--- src/rtl/ctrl_pkg.sv ---
// ctrl_pkg: opcode map, ALU operation codes, controller state and
// instruction-class enums shared by the multicycle controller and its decoder.
package ctrl_pkg;

    // Opcode map (low 16 codes of the opcode field)
    localparam logic [3:0] OP_LB   = 4'd0;
    localparam logic [3:0] OP_LIM  = 4'd1;
    localparam logic [3:0] OP_MVB  = 4'd2;
    localparam logic [3:0] OP_STR  = 4'd3;
    localparam logic [3:0] OP_MVF  = 4'd4;
    localparam logic [3:0] OP_SFT  = 4'd5;
    localparam logic [3:0] OP_INC  = 4'd6;
    localparam logic [3:0] OP_ADD  = 4'd7;
    localparam logic [3:0] OP_SUB  = 4'd8;
    localparam logic [3:0] OP_LHB  = 4'd9;
    localparam logic [3:0] OP_BNE  = 4'd10;
    localparam logic [3:0] OP_BEQ  = 4'd11;
    localparam logic [3:0] OP_BLT  = 4'd12;
    localparam logic [3:0] OP_JMP  = 4'd13;
    localparam logic [3:0] OP_HALT = 4'd14;
    localparam logic [3:0] OP_TBA  = 4'd15;

    // ALU operation codes driven on alu_inst
    localparam logic [3:0] ALU_ADD = 4'd0;
    localparam logic [3:0] ALU_SUB = 4'd1;
    localparam logic [3:0] ALU_SFL = 4'd2;
    localparam logic [3:0] ALU_SFR = 4'd3;
    localparam logic [3:0] ALU_INC = 4'd4;
    localparam logic [3:0] ALU_DEC = 4'd5;
    localparam logic [3:0] ALU_BNE = 4'd6;
    localparam logic [3:0] ALU_BEQ = 4'd7;
    localparam logic [3:0] ALU_BLT = 4'd8;
    localparam logic [3:0] ALU_LHB = 4'd9;
    localparam logic [3:0] ALU_JMP = 4'd10;

    typedef enum logic [2:0] {
        FETCH,
        DECODE,
        EXEC,
        MEM,
        WB,
        HALTED
    } state_t;

    typedef enum logic [2:0] {
        ALU,
        BRANCH,
        LOAD,
        STORE,
        MOVE,
        NOP,
        HALT
    } inst_class_t;

endpackage

--- src/rtl/control_decode.sv ---
// control_decode: combinational classification of a latched opcode and mode
// bit into an instruction class and the ALU operation it needs.
module control_decode
    import ctrl_pkg::*;
#(
    parameter int OPCODE_W = 4,
    parameter int ALUOP_W  = 4
) (
    input  logic [OPCODE_W-1:0] opcode,
    input  logic                imm_flag,
    output inst_class_t         inst_class,
    output logic [ALUOP_W-1:0]  alu_inst
);

    logic [3:0] map_code;
    logic       out_of_map;

    assign map_code = opcode[3:0];

    // Codes above the 16-entry map behave as NOP; only wide opcode fields can reach them.
    if (OPCODE_W > 4) begin : g_wide_opcode
        assign out_of_map = |opcode[OPCODE_W-1:4];
    end else begin : g_narrow_opcode
        assign out_of_map = 1'b0;
    end

    // Map each opcode to its class and ALU operation; unknown codes fall back to NOP with ADD (0).
    always_comb begin
        inst_class = NOP;
        alu_inst   = '0;
        if (!out_of_map) begin
            case (map_code)
                OP_ADD:  begin inst_class = ALU;    alu_inst = ALUOP_W'(ALU_ADD); end
                OP_SUB:  begin inst_class = ALU;    alu_inst = ALUOP_W'(ALU_SUB); end
                OP_SFT:  begin inst_class = ALU;    alu_inst = imm_flag ? ALUOP_W'(ALU_SFR) : ALUOP_W'(ALU_SFL); end
                OP_INC:  begin inst_class = ALU;    alu_inst = imm_flag ? ALUOP_W'(ALU_INC) : ALUOP_W'(ALU_DEC); end
                OP_LHB:  begin inst_class = ALU;    alu_inst = ALUOP_W'(ALU_LHB); end
                OP_BNE:  begin inst_class = BRANCH; alu_inst = ALUOP_W'(ALU_BNE); end
                OP_BEQ:  begin inst_class = BRANCH; alu_inst = ALUOP_W'(ALU_BEQ); end
                OP_BLT:  begin inst_class = BRANCH; alu_inst = ALUOP_W'(ALU_BLT); end
                OP_JMP:  begin inst_class = BRANCH; alu_inst = ALUOP_W'(ALU_JMP); end
                OP_LB:   inst_class = LOAD;
                OP_STR:  inst_class = STORE;
                OP_LIM:  inst_class = MOVE;
                OP_MVB:  inst_class = MOVE;
                OP_MVF:  inst_class = MOVE;
                OP_HALT: inst_class = HALT;
                OP_TBA:  inst_class = NOP;
                default: inst_class = NOP;
            endcase
        end
    end

endmodule

--- src/rtl/multicycle_control.sv ---
// multicycle_control: sequences each instruction through FETCH, DECODE, EXEC,
// MEM and WB with req/ack handshakes to instruction and data memory, plus
// HALT/resume. Optional feature macro CTRL_PERF_EN adds the retired_cnt port
// and its retired-instruction counter.
module multicycle_control
    import ctrl_pkg::*;
#(
    parameter int OPCODE_W = 4,
    parameter int ALUOP_W  = 4,
    parameter int CNT_W    = 16
) (
    input  logic                clk,
    input  logic                rst_n,
    input  logic [OPCODE_W-1:0] opcode,
    input  logic                imm_flag,
    input  logic                imem_ack,
    input  logic                dmem_ack,
    input  logic                resume,
    output logic                imem_req,
    output logic                ir_load,
    output logic                dmem_req,
    output logic                read_mem,
    output logic                write_mem,
    output logic                write_reg,
    output logic [ALUOP_W-1:0]  alu_inst,
    output logic                branch_chk,
    output logic                pc_en,
    output logic                halted
`ifdef CTRL_PERF_EN
    ,
    output logic [CNT_W-1:0]    retired_cnt
`endif
);

    state_t              state;
    state_t              state_d;
    logic [OPCODE_W-1:0] opcode_q;
    logic                imm_q;
    inst_class_t         inst_class;
    logic [ALUOP_W-1:0]  dec_alu;

    control_decode #(
        .OPCODE_W (OPCODE_W),
        .ALUOP_W  (ALUOP_W)
    ) u_decode (
        .opcode     (opcode_q),
        .imm_flag   (imm_q),
        .inst_class (inst_class),
        .alu_inst   (dec_alu)
    );

    // State register; reset abandons any instruction in flight and restarts at FETCH.
    always_ff @(posedge clk or negedge rst_n) begin
        if (!rst_n) begin
            state <= FETCH;
        end else begin
            state <= state_d;
        end
    end

    // Capture the instruction fields once in DECODE so later states see a stable opcode.
    always_ff @(posedge clk or negedge rst_n) begin
        if (!rst_n) begin
            opcode_q <= '0;
            imm_q    <= 1'b0;
        end else if (state == DECODE) begin
            opcode_q <= opcode;
            imm_q    <= imm_flag;
        end
    end

    // Next state and strobes; everything is forced low while reset is asserted.
    always_comb begin
        state_d    = state;
        imem_req   = 1'b0;
        ir_load    = 1'b0;
        dmem_req   = 1'b0;
        read_mem   = 1'b0;
        write_mem  = 1'b0;
        write_reg  = 1'b0;
        alu_inst   = '0;
        branch_chk = 1'b0;
        pc_en      = 1'b0;
        halted     = 1'b0;
        if (rst_n) begin
            case (state)
                FETCH: begin
                    imem_req = 1'b1;
                    if (imem_ack) begin
                        ir_load = 1'b1;
                        state_d = DECODE;
                    end
                end
                DECODE: begin
                    state_d = EXEC;
                end
                EXEC: begin
                    alu_inst = dec_alu;
                    case (inst_class)
                        ALU, MOVE: state_d = WB;
                        BRANCH: begin
                            branch_chk = 1'b1;
                            pc_en      = 1'b1;
                            state_d    = FETCH;
                        end
                        LOAD, STORE: state_d = MEM;
                        HALT:  state_d = HALTED;
                        default: begin
                            pc_en   = 1'b1;
                            state_d = FETCH;
                        end
                    endcase
                end
                MEM: begin
                    alu_inst  = dec_alu;
                    dmem_req  = 1'b1;
                    read_mem  = (inst_class == LOAD);
                    write_mem = (inst_class == STORE);
                    if (dmem_ack) begin
                        if (inst_class == LOAD) begin
                            state_d = WB;
                        end else begin
                            pc_en   = 1'b1;
                            state_d = FETCH;
                        end
                    end
                end
                WB: begin
                    alu_inst  = dec_alu;
                    write_reg = 1'b1;
                    pc_en     = 1'b1;
                    state_d   = FETCH;
                end
                HALTED: begin
                    halted = 1'b1;
                    if (resume) begin
                        pc_en   = 1'b1;
                        state_d = FETCH;
                    end
                end
                default: state_d = FETCH;
            endcase
        end
    end

`ifdef CTRL_PERF_EN
    logic [CNT_W-1:0] retired_q;

    // Count retirements; the resume pulse restarts fetch but retires nothing.
    always_ff @(posedge clk or negedge rst_n) begin
        if (!rst_n) begin
            retired_q <= '0;
        end else if (pc_en && (state != HALTED)) begin
            retired_q <= retired_q + 1'b1;
        end
    end

    assign retired_cnt = retired_q;
`endif

endmodule

--- config.mk ---
export PLATFORM = sky130hd
export DESIGN_NAME = multicycle_control
export DESIGN_NICKNAME = d
export VERILOG_FILES = /design/src/rtl/ctrl_pkg.sv /design/src/rtl/control_decode.sv /design/src/rtl/multicycle_control.sv
export SDC_FILE = /design/constraint.sdc
export NUM_CORES = 1
export LEC_CHECK = 0
export BUFFER_PORTS_ARGS = -buffer_cell sky130_fd_sc_hd__buf_2
export CAP_MARGIN = 20
export CORE_MARGIN = 1
export CORE_UTILIZATION = 49
export DETAILED_ROUTE_END_ITERATION = 12
export PLACE_DENSITY = 0.87
export SLEW_MARGIN = 20
export SYNTH_ARGS = -nofsm -noshare
export SYNTH_HDL_FRONTEND = slang
export SYNTH_SLANG_ARGS = --single-unit
--- constraint.sdc ---
create_clock -name clk -period 1.7 [get_ports clk]
set_input_delay 0.34 -clock clk [delete_from_list [all_inputs] [get_ports clk]]
set_output_delay 0.34 -clock clk [all_outputs]
set_load 0.02 [all_outputs]
## Word-level counts from Yosys, hierarchy flattened

Index checks and enable logic that the tools add are counted.

- Bits in registers: 8
- Output and inout port bits: 13

- Reductions and logical operators: 11
- Multiplexer cells: 36
- Eq/ne operators: 28

Operators with widths:

| cell | number |
|---|---|
| $eq 4x4->1 const B | 8 |
| $pmux 4 s8 | 1 |
| $mux 1 | 25 |
| $pmux 3 s7 | 1 |
| $eq 4x3->1 const B | 4 |
| $pmux 3 s5 | 1 |
| $eq 3x2->1 const B | 4 |
| $eq 3x3->1 const B | 4 |
| $mux 3 | 4 |
| $reduce_or 5->1 | 2 |
| $pmux 3 s3 | 1 |
| $eq 4x2->1 const B | 2 |
| $mux 4 | 2 |
| $eq 3x1->1 const B | 2 |
| $logic_not 3->1 | 2 |
| $ne 2x2->1 const B | 3 |
| $reduce_or 3->1 | 2 |
| $eq 4x1->1 const B | 1 |
| $logic_not 4->1 | 1 |
| $pmux 1 s4 | 1 |
| $reduce_and 4->1 | 1 |
| $reduce_or 2->1 | 2 |
| $reduce_or 4->1 | 1 |

## Logic depth before layout (Yosys ltp)

Gate-level depths: netlist of the first run.

- Depth in word-level cells: 8
- Gate-level depth with buffers: 5
- Depth with buffers taken out: 4

## By module

From an unflattened synthesis of the first run, not the netlist that was laid out.

- Cell total of the unflattened synthesis: 101
- Area, all modules: 822.0 um^2

Modules (own cells, without submodules):

| module | cells an instance | times used | area each (um^2) |
|---|---|---|---|
| multicycle_control | 70 | 1 | 633.1 |
| control_decode | 31 | 1 | 188.9 |

## Worst setup path after synthesis of the first run

OpenSTA, ideal clock, no wires.

- Kind: flip-flop to output port
- From: reg state[0]
- To: out read_mem
- Arrival time: 1.419 ns
- Slack: -0.059 ns
- Cell stages (with the launch flop): 6
- Required time: 1.360 ns
- Cell sequence: dfrtp_1 buf_2 inv_2 nor3_1 and2_1 nor2b_1

- Longest elaborated chain between the ends: 3

Ends and longest elaborated chain:

| what | RTL line | source |
|---|---|---|
| from (decl) | multicycle_control.sv:35 | `state_t state;` |
| from (signal assigned) | multicycle_control.sv:57 | `state <= state_d;` |
| $eq 3x2->1 | multicycle_control.sv:86 | `case (state)` |
| $mux 1 | multicycle_control.sv:86 |  |
| $mux 1 | multicycle_control.sv:85 | `if (rst_n) begin` |
| to (decl) | multicycle_control.sv:22 | `output logic read_mem,` |

No other way between the ends.

## Final worst setup path of the first run

- From: reg opcode_q[0]
- To: out alu_inst[0]

- Longest elaborated chain between the ends: 4
- Elaborated cells between the ends (all ways): 11
- Those cells by class: 8 x eq/ne; 3 x mux

Ends and longest elaborated chain:

| what | RTL line | source |
|---|---|---|
| from (decl) | multicycle_control.sv:37 | `logic [OPCODE_W-1:0] opcode_q;` |
| from (signal assigned) | multicycle_control.sv:67 | `opcode_q <= opcode;` |
| $eq 4x4->1 or $eq 4x3->1 (tied branches) | control_decode.sv:32 | `case (map_code)` |
| $pmux 4 s8 (*) | control_decode.sv:32 |  |
| $mux 4 (*) | multicycle_control.sv:86 |  |
| $mux 4 (*) | multicycle_control.sv:85 |  |
| to (decl) | multicycle_control.sv:25 | `output logic [ALUOP_W-1:0] alu_inst,` |

Every way passes the cells marked *; elsewhere a longest branch is shown, timed or not.

==> reports/results.txt, run 1 <==
In this run the clock root is driven by a clkbuf_4. The final weighted congestion in routability-driven placement is 0.866. The library cell used most frequently in the layout, excluding fill and tap cells, is buf_4. In this run, synthesis produced a sequential element count of 8. The die covers 1640 sq um.

The pin count of the biggest net entering global routing is 13. The count of non-filler cells in the finished layout is 142, and the minimum period implied by the final worst setup slack is 1990 ps. Headroom to the max-slew limit came out at 75.3%. Summed over all instances, the cell type with the most area after synthesis is dfrtp_1. The run gives 39 as the distinct cell type count after synthesis. The logs give 0.501 GHz for the fmax and 3030 microns for the total length of routed wires.

The critical path in this run is classified as reg -> out. The tools report the number of global-route vias before repair as 735. Among the stages of the critical path, the cell type that occurs most often is buf_4. The diode insertion count for antenna repair was 0; the synthesis-to-finish area growth was 65.5%. In the layout the commonest cells are 27 x buf_4, 10 x buf_2, 8 x buf_6. The final route contains 916 vias. The slowest stage of the critical path belongs to the cell dfrtp_1. The deepest level of the CTS H-tree is 1.

The CTS buffer count is 3, and the horizontal die dimension is 40.5 microns. Summed over all layers, the global routing overflow is 0. The number of nets in the synthesized netlist is 95. The flow ran to the end, but the final reports show violations. The number of buffer cells added on primary ports came out at 22. The overall routing resource usage was 30.6%; the mean instance size in the synthesized netlist was 8.52 sq um. The tools report the sum of negative setup slack as -1660 ps. In the final design database the tool counted 139 nets.

The logs give 13 for the total setup violations reported at the end of the flow and 3190 microns for the global-route wire length before repair. The core region is 1330 sq um. The tool flagged a number of max-cap violations equal to 0. Traced cell by cell, the critical path runs through buf_4 > nand2b_4 > o22ai_2 > nand3b_1 > a21oi_1 > buf_4. Before antenna repair, the detailed router went through 4 iterations. The count of final hold-check violations is 0. Setup repair after global routing could not meet its margin everywhere. In this run the cell area of the synthesized design comes to 724 sq um. The clock insertion delay at the later pin of the skew report was 250 ps; the number of I/O pins was 23. Once the floorplan was initialized, standard cells occupied 54.3% of the core. Number of warnings printed during yosys synthesis: 0. The longest individual stage delay on the worst path is 390 ps. The HPWL reported at the end of detailed placement came out at 1460 microns.

The run gives 6.19 ps as the worst clock skew on the final layout. In the routed layout, each cell is associated on average with a via count of 6.45. Nature of the critical path endpoint: an output port. Row generation in the floorplan step produced 13 rows. Summing the sequential cell areas from Yosys gives 27.6% of the chip area. Measured on the finished design, the core utilization comes to 89.9%.

The final reports fail on setup timing. In this run the static leakage power is 0.519 nW. The min-delay analysis places its worst path in the category in -> async. For this block, the initial DRC count from the detailed router was 63.

The initial antenna violation count is 0, and the part of the cycle the worst path needs is 117%. The top fanout value on the critical path is 3. The area share of the largest cell type after synthesis was 27.6%; the fraction of layout instances using a drive strength above 1 was 66.1%. STA classifies the critical path startpoint as a flop. The tools report the number of routed nets with antenna violations as 0. By area the synthesized netlist is led by dfrtp_1 28%, mux2_2 7.8%, nor2_1 5.7%.

The final count of pins violating max slew is 0, and the number of clock sinks is 8. Counting every instance in the synthesized netlist gives 85. In this run, placement finished with an instance count of 126.

For the required arrival time at the worst endpoint, the log shows 1360 ps. At the pin with the least slew margin, the transition time is 362 ps. Final hold slack: 143 ps.

TritonCTS built the clock tree. The run gives 1.37 mV as the worst ir drop on vdd. Total power for the finished layout comes to 0.00231 W. STA puts the critical path data arrival time at 1650 ps. The clock-pin slew of the registers on the worst-case setup and hold paths is 50 ps. The areal power density over the cells is 1930 nW/um^2. The floorplan step set the die height to 40.5 microns. Counting along the longest clock path gives a buffer depth of 2. The number of remaining DRC errors was 0; the final worst-path setup slack was -295 ps.

The routed wirelength normalized by instance count works out to 21.4 microns.
-- routing by layer --
metal / track usage [%] / up-vias / part of all wire (%)
met5: 0 / - / 0
met2: 53.6 / 75 / 51
met4: 19.2 / 0 / 4.0
met3: 4.44 / 18 / 9.4
li1: - / 398 / -
met1: 34.0 / 425 / 36
-- stage by stage --
stage / instance area [sq um] / setup slack (ps)
floorplan: 737 / 43.7
global placement: 900 / 91.4
detailed placement: 900 / 24.6
CTS: 1070 / -121
global route: 1200 / -392
finish: 1200 / -295
-- cell families (layout without fill, tap and decap cells) --
| kind of cell | after synthesis | in the layout | synth area share (%) |
|---|---|---|---|
| compound gates | 20 | 20 | 21.4 |
| xor+xnor | 2 | 2 | 2.42 |
| buf+inv | 9 | 51 | 7.60 |
| flops | 8 | 8 | 27.6 |
| mux | 6 | 6 | 9.15 |
| simple gates | 40 | 40 | 31.8 |
-- path summary, 6_finish.rpt --
path / end / cells after the start / slack (ps) / start
max reg2reg: state[1] / 7 / 10 / state[1]
min in group clk: opcode_q[0] / 2 / 320 / opcode[0]
max in group asynchronous: opcode_q[1] / 2 / 1390 / rst_n
max: alu_inst[0] / 6 / -290 / opcode_q[0]
min: imm_q / 2 / 140 / rst_n
min reg2reg: imm_q / 1 / 610 / imm_q
-- worst max-delay path: cells and delay by family (launching register included) --
family / cells / cell delay, ps
simple gates: 2 / 290
buf+inv: 2 / 330
flops: 1 / 390
compound gates: 2 / 390
-- synth_stat cells, drive strengths merged --
cell and instances:
a2111o 1, a2111oi 1, a21boi 1, a21oi 4
a311o 1, a31oi 1, and2 2, and2b 1
and3 3, and4 1, buf 6, dfrtp 8
inv 3, mux2 5, mux2i 1, nand2 6
nand2b 1, nand3 2, nand3b 3, nor2 11
nor2b 4, nor3 3, nor3b 1, nor4b 1
o21ai 5, o22ai 3, o31a 1, o31ai 1
o41ai 1, or3 1, xnor2 1, xor2 1
-- repair_timing --
| action | in CTS | in global routing |
|---|---|---|
| hold buffers | 0 | 0 |
| resized for setup | 33 | 22 |
| setup endpoints to repair | 13 | 12 |
| pin swaps | 4 | 8 |
| setup buffers | 5 | 8 |
-- report_power, final --
part / total [W] / internal [W] / switching (W)
combinational: 0.00167 / 0.000802 / 0.000869
sequential: 0.000502 / 0.000299 / 0.000203
clock: 0.000141 / 0.0000805 / 0.0000601
-- final cells by class --
| type | instances | area (sq um) |
|---|---|---|
| multi-input combinational | 68 | 594 |
| timing repair buffer | 45 | 343 |
| sequential | 8 | 206 |
| fill | 54 | 135 |
| clock buffer | 3 | 22.5 |
| tap | 15 | 18.8 |
| inverter | 3 | 13.8 |
-- flip-flops by register name, indices dropped and copies added (netlist names) --
| signal | cells |
|---|---|
| state | 3 |
| opcode_q | 4 |
| imm_q | 1 |
Note: power is estimated with default switching activity, not from simulation.
==> run 2: changes to the inputs <==
Settings changed: CELL_PAD_IN_SITES_DETAIL_PLACEMENT set to 0, CELL_PAD_IN_SITES_GLOBAL_PLACEMENT set to 1, CORE_UTILIZATION 49 to 35, PLACE_DENSITY 0.87 to 0.86.
==> reports/results.txt, run 2 (synthesis results as in run 1) <==
In this run the count of I/O pins placed on the die edge is 23. Number of buffers on the longest clock path: 2. The clock insertion delay at the later pin of the skew report was 250 ps; the cell area after layout was 1250 sq um. The tools report the diode insertion count for antenna repair as 0. The worst path needs 1850 ps of the cycle, external delays included. STA classifies the critical path startpoint as a flop. Hold is met by 112 ps. The number of nets in the finished design was 146. The HPWL reported at the end of detailed placement was 1370 microns. The run finished, with violations left. The pin count of the biggest net entering global routing came out at 10. The cell area after placement is 930 sq um, and the number of standard-cell rows in the floorplan is 16. The final worst-path setup slack came out at -150 ps.

The run gives 0.866 as the final weighted congestion in routability-driven placement. The part of the cycle the worst path needs was 109%. The run gives 865 as the total via count in the routed design. The areal power density over the cells was 1840 nW/um^2; the initial core utilization was 36.9%. Most common cell after layout, fill and taps aside: buf_4.

The worst-case IR drop observed on VDD is 0.960 mV. Cells fill 63.7% of the core in the end. The number of global-route vias before repair was 661. The register with the most flip-flops in the final layout is opcode_q.

The routed design has 2240 microns of wire. The largest registers in the layout are opcode_q (4), state (3), imm_q (1). The initial antenna violation count came out at 0. For the count of final hold-check violations, the log shows 0. The final reports fail on setup timing. The top fanout value on the critical path works out to 4.

At the worst endpoint, the required time is 1360 ps. Global-route wire length before repair: 2940 microns. The tools report the nature of the critical path endpoint as an output port. The floorplan step defined a die boundary enclosing 2260 sq um. TritonCTS built the clock tree. The count of non-filler cells in the finished layout came out at 161. Die span in y: 47.5 microns. Relative to the synthesized area, the layout overhead comes to 72.5%.

The tools report the worst clock skew on the final layout as 1.27 ps. The routed wirelength normalized by instance count works out to 13.9 microns. The type of the setup path with the least slack was reg -> out. The worst pin sits at a relative slew slack of 76.7%. For this design, the sink count on the clock tree is 8. For this run, the top clock speed supported by timing is 0.540 GHz.

The length of the first detailed-routing pass in iterations is 4. In this run the standard cell core region covers 1960 sq um. The run gives 1 as the deepest level of the CTS H-tree. The register with the most flip-flops in the layout has 4 of them. In the global route stage, overall resource usage came out at 19.0%.

In the final timing run, aggregate negative setup slack is -789 ps. For the global-route congestion overflow total, the log shows 0. The iteration-0 DRC count of the detailed router came out at 16.

In the layout the commonest cells are 30 x buf_4, 11 x buf_2, 10 x buf_6. Once detail routing completed, the nets flagged for antenna violations numbered 0. The min-delay analysis places its worst path in the category in -> async.

The transition time at the pin with the least slew margin is 349 ps, and the total setup violations reported at the end of the flow is 12. Setup repair after global routing could not meet its margin everywhere. The tool flagged a number of max-cap violations equal to 0.

In the routed design, unresolved DRC markers number 0. The analysis attributes to cell leakage a power of 0.543 nW. The number of vias per cell after detailed routing works out to 5.37. CTS placed an instance of clkbuf_4 at the clock tree root.

Cell count after placement: 140. The final count of pins violating max slew was 0; the number of buffer cells added on primary ports was 22. The horizontal die dimension came out at 47.5 microns. Data on the critical path arrives at its endpoint at 1510 ps. The fraction of layout instances using a drive strength above 1 works out to 65.7%. The CTS buffer count came out at 3. Clock-pin slew was measured on the worst setup and hold paths at 50 ps.
run 2: cell type report:
type                    instances  area [sq um]
fillers                       168           712
multi-input cells              68           572
repair buffers                 52           403
flip-flops and latches          8           205
well taps                      27          33.8
clock buffers                   3          22.5
inverters                       3          13.8
run 2: power breakdown:
part / total [W] / switching (W) / internal (W)
Combinational: 0.00171 / 0.000792 / 0.000922
Clock: 0.000138 / 0.0000580 / 0.0000803
Sequential: 0.000450 / 0.000154 / 0.000296
Total: 0.00230 / 0.00100 / 0.00130
run 2: per-layer routing:
| layer | share of wire (%) | track usage, % | up-vias |
|---|---|---|---|
| li1 | - | - | 407 |
| met1 | 45 | 27.2 | 412 |
| met2 | 50 | 28.2 | 36 |
| met3 | 3.7 | 1.89 | 10 |
| met4 | 1.4 | 10.3 | 0 |
| met5 | 0 | 0 | - |
run 2: path summary, 6_finish.rpt:
check,start,to,slack [ps],depth (start not counted)
worst max register to register,state[2],imm_q,80,5
max in group asynchronous,rst_n,opcode_q[1],890,2
min in group clk,opcode[0],opcode_q[0],320,2
worst min-delay path,rst_n,state[1],110,2
worst max-delay path,state[2],alu_inst[2],-150,6
worst min register to register,imm_q,imm_q,560,1
run 2: worst max-delay path, stage by stage (launching register included):
cell and delay, ps:
dfrtp_2 420, inv_2 60, nor3_2 200, o21ai_2 130, buf_4 160, nor2_1 140, buf_4 160
run 2: repair_timing:
action	4_1_cts	5_1_grt
hold endpoints to repair	5	0
hold buffers	1	0
gates resized for setup	24	24
setup buffers	12	6
pin swaps	5	12
setup endpoints to repair	13	14
run 2: stage by stage:
step / total power (W) / setup WS [ps]
6_report: 0.00230 / -150
5_1_grt: 0.00245 / -198
4_1_cts: 0.00203 / -104
3_5_place_dp: 0.00154 / 28.3
3_3_place_gp: 0.00151 / 76.2
2_1_floorplan: 0.00123 / 43.7
==> run 3: changes to the inputs <==
Settings changed: CTS_CLUSTER_SIZE set to 12, PLACE_DENSITY 0.86 to 0.76, REMOVE_ABC_BUFFERS set to 1.
==> reports/results.txt, run 3 (synthesis results as in run 1) <==
Nature of the critical path endpoint: an output port. The run gives 23 as the number of I/O pins. The root buffer cell chosen for the clock tree is clkbuf_4. Fraction of the core area covered by cells at the end of the flow: 56.1%.

For the area inside the core boundary, the log shows 1960 sq um. For this configuration, the core starts out at a cell density of 36.9%. Along the worst path, the maximum fanout reaches 4.

The detailed router put a total of 819 microns of wire on met1. The worst path uses 105% of the clock period. The number of logic stages on the critical path including buffering is 5. Once detail routing completed, the nets flagged for antenna violations numbered 0.

For this run, the detailed router's first-pass iteration total came to 3. The library cell used most frequently in the layout, excluding fill and tap cells, is buf_4. At the later pin of the worst-skew pair, clock insertion delay measures 250 ps. Buffers placed on the I/O ports in this run total 22. At the worst endpoint, the arrival time is 1450 ps.

Entering global routing, the biggest net connects 13 pins. The horizontal die dimension works out to 47.5 microns. Launching element of the worst setup path: state[1]. The run gives 18.9% as the overall routing resource usage.

The largest registers in the layout are opcode_q (4), state (3), imm_q (1). TritonCTS built the clock tree. The slack of the worst reg-to-reg path is 70 ps. The routed wirelength normalized by instance count is 12.6 microns, and the number of buffers on the longest clock path is 2.

Worst hold-check path type: in -> async. In this run, placement finished with an instance count of 140. Number of remaining DRC errors: 0. Routability-driven placement finished with a final weighted congestion of 0.884. Once layout is complete, the cells apart from fillers number 152. Among cell families on the critical path, the largest total delay comes from flip-flops. The detailed router used layers up to and including met4.

The longest individual stage delay on the worst path was 430 ps; the total met2 wirelength after detailed routing was 1030 microns. The worst path needs 1790 ps of the cycle, external delays included. From bottom edge to top edge, the die measures 47.5 microns. For the final worst-path setup slack, the log shows -90.3 ps. The layout has 194 filler cells. Using the TritonRoute via totals, the vias-per-cell ratio works out to 5.10. For the worst flop-to-flop path, the logic depth is 5.

Summed over all layers, the global routing overflow is 0. The iteration-0 DRC count of the detailed router is 3. The wire-length estimate of the detail-placed layout is 1380 microns. Static leakage: 0.480 nW. STA classifies the critical path startpoint as a flop. The count of buffering cells on the critical path with inverters included came out at 2. The tools report the max-cap violation count as 0.

After floorplanning, the core was divided into 16 placement rows. Deepest level of the CTS H-tree: 1. The transition time at the pin with the least slew margin came out at 498 ps.

OpenSTA, run right after detailed placement, puts the worst setup slack at 114 ps. The worst clock skew on the final layout is 4.96 ps, and the met3 routed wirelength is 48 microns. Worst setup path endpoint: alu_inst[3]. For the initial antenna violation count, the log shows 0. For this block, the via count after detailed routing is 775. Slowest cell on the critical path: dfrtp_2.

The signal on the critical path passes through inv_4 > nor2_1 > o21ai_2 > nor4b_2 > buf_2. Setup repair after global routing could not meet its margin everywhere. The synthesis-to-finish area growth is 52.0%. The number of global-route vias before repair is 672. IR analysis of the VDD net gives a maximum drop of 0.899 mV.

The flow ran to the end, but the final reports show violations. Total length of routed wires: 1910 microns. In this run, CTS created clock tree buffers numbering 3. In this run the power density over the cells is 1790 nW/um^2. The worst pin sits at a relative slew slack of 65.9%. The register with the most flip-flops in the final layout is opcode_q. The run gives 0 as the final count of pins violating max slew. For this run, the post-layout net count is 137.

Derived from the worst setup path, the maximum achievable clock frequency is 0.559 GHz. Clock-pin slew was measured on the worst setup and hold paths at 50 ps. The floorplan step defined a die boundary enclosing 2260 sq um.

The launching point of the worst reg2reg path was opcode_q[1]. For the required arrival time at the worst endpoint, the log shows 1360 ps. The library cells used most frequently in the layout, excluding fill and tap cells, are 26 x buf_4, 11 x buf_2, 9 x nor2_1. The type of the setup path with the least slack is reg -> out. Hold repair after CTS inserted 0 buffers. Setup total negative slack on the finished layout was measured at -362 ps. The global-route wire length before repair was 2870 microns.

The checks that failed: setup timing. The count of final hold-check violations came out at 0. The worst register-to-register path ends at state[2]. The total setup violations reported at the end of the flow came out at 10.

The fraction of layout instances using a drive strength above 1 is 60.0%. The number of clock sinks is 8. The register with the most flip-flops in the layout has 4 of them. 0 antenna diodes ended up in the layout.
-- run 3: changes by cell type in the layout (fill, tap and decap cells not counted), sizes merged --
cell	previous run	this run
dlygate4sd3	1	0
buf	51	43
-- run 3: cell type report --
cell class | instances | area [sq um] | share of cell area, %
inverter | 3 | 13.8 | 1.25
timing repair buffer | 43 | 318 | 28.9
clock buffer | 3 | 22.5 | 2.05
multi-input combinational | 68 | 505 | 45.9
sequential | 8 | 208 | 18.9
tap | 27 | 33.8 | 3.07
-- run 3: per-stage QoR --
step,hold slack [ps],total power (W),instance area (sq um)
floorplan,44.4,0.00112,683
global route,105,0.00213,1100
global placement,345,0.00150,917
finish,105,0.00197,1100
CTS,93.8,0.00190,1070
detailed placement,353,0.00152,917
-- run 3: worst min path at each step --
| stage | endpoint | startpoint | slack (ps) | cells past startpoint |
|---|---|---|---|---|
| final | opcode_q[3] | rst_n | 110 | 2 |
| after global routing | opcode_q[3] | rst_n | 100 | 2 |
| after CTS | imm_q | rst_n | 90 | 2 |
| after detailed placement | state[1] | rst_n | 350 | 2 |
| after global placement | state[1] | rst_n | 350 | 2 |
| after floorplan | imm_q | rst_n | 40 | 0 |
-- run 3: timing repair --
item	4_1_cts	5_1_grt
pin swaps	7	6
setup endpoints to repair	12	13
resized for setup	26	9
setup buffers	8	1
-- run 3: layer usage --
layer,vias to the layer above,track usage (%)
met1,368,22.2
met5,-,0
met3,2,2.26
met4,0,8.57
li1,391,-
met2,14,34.2
-- run 3: report_power, final --
group / internal, W / switching, W
clock: 0.0000806 / 0.0000615
combinational: 0.000718 / 0.000645
sequential: 0.000301 / 0.000162
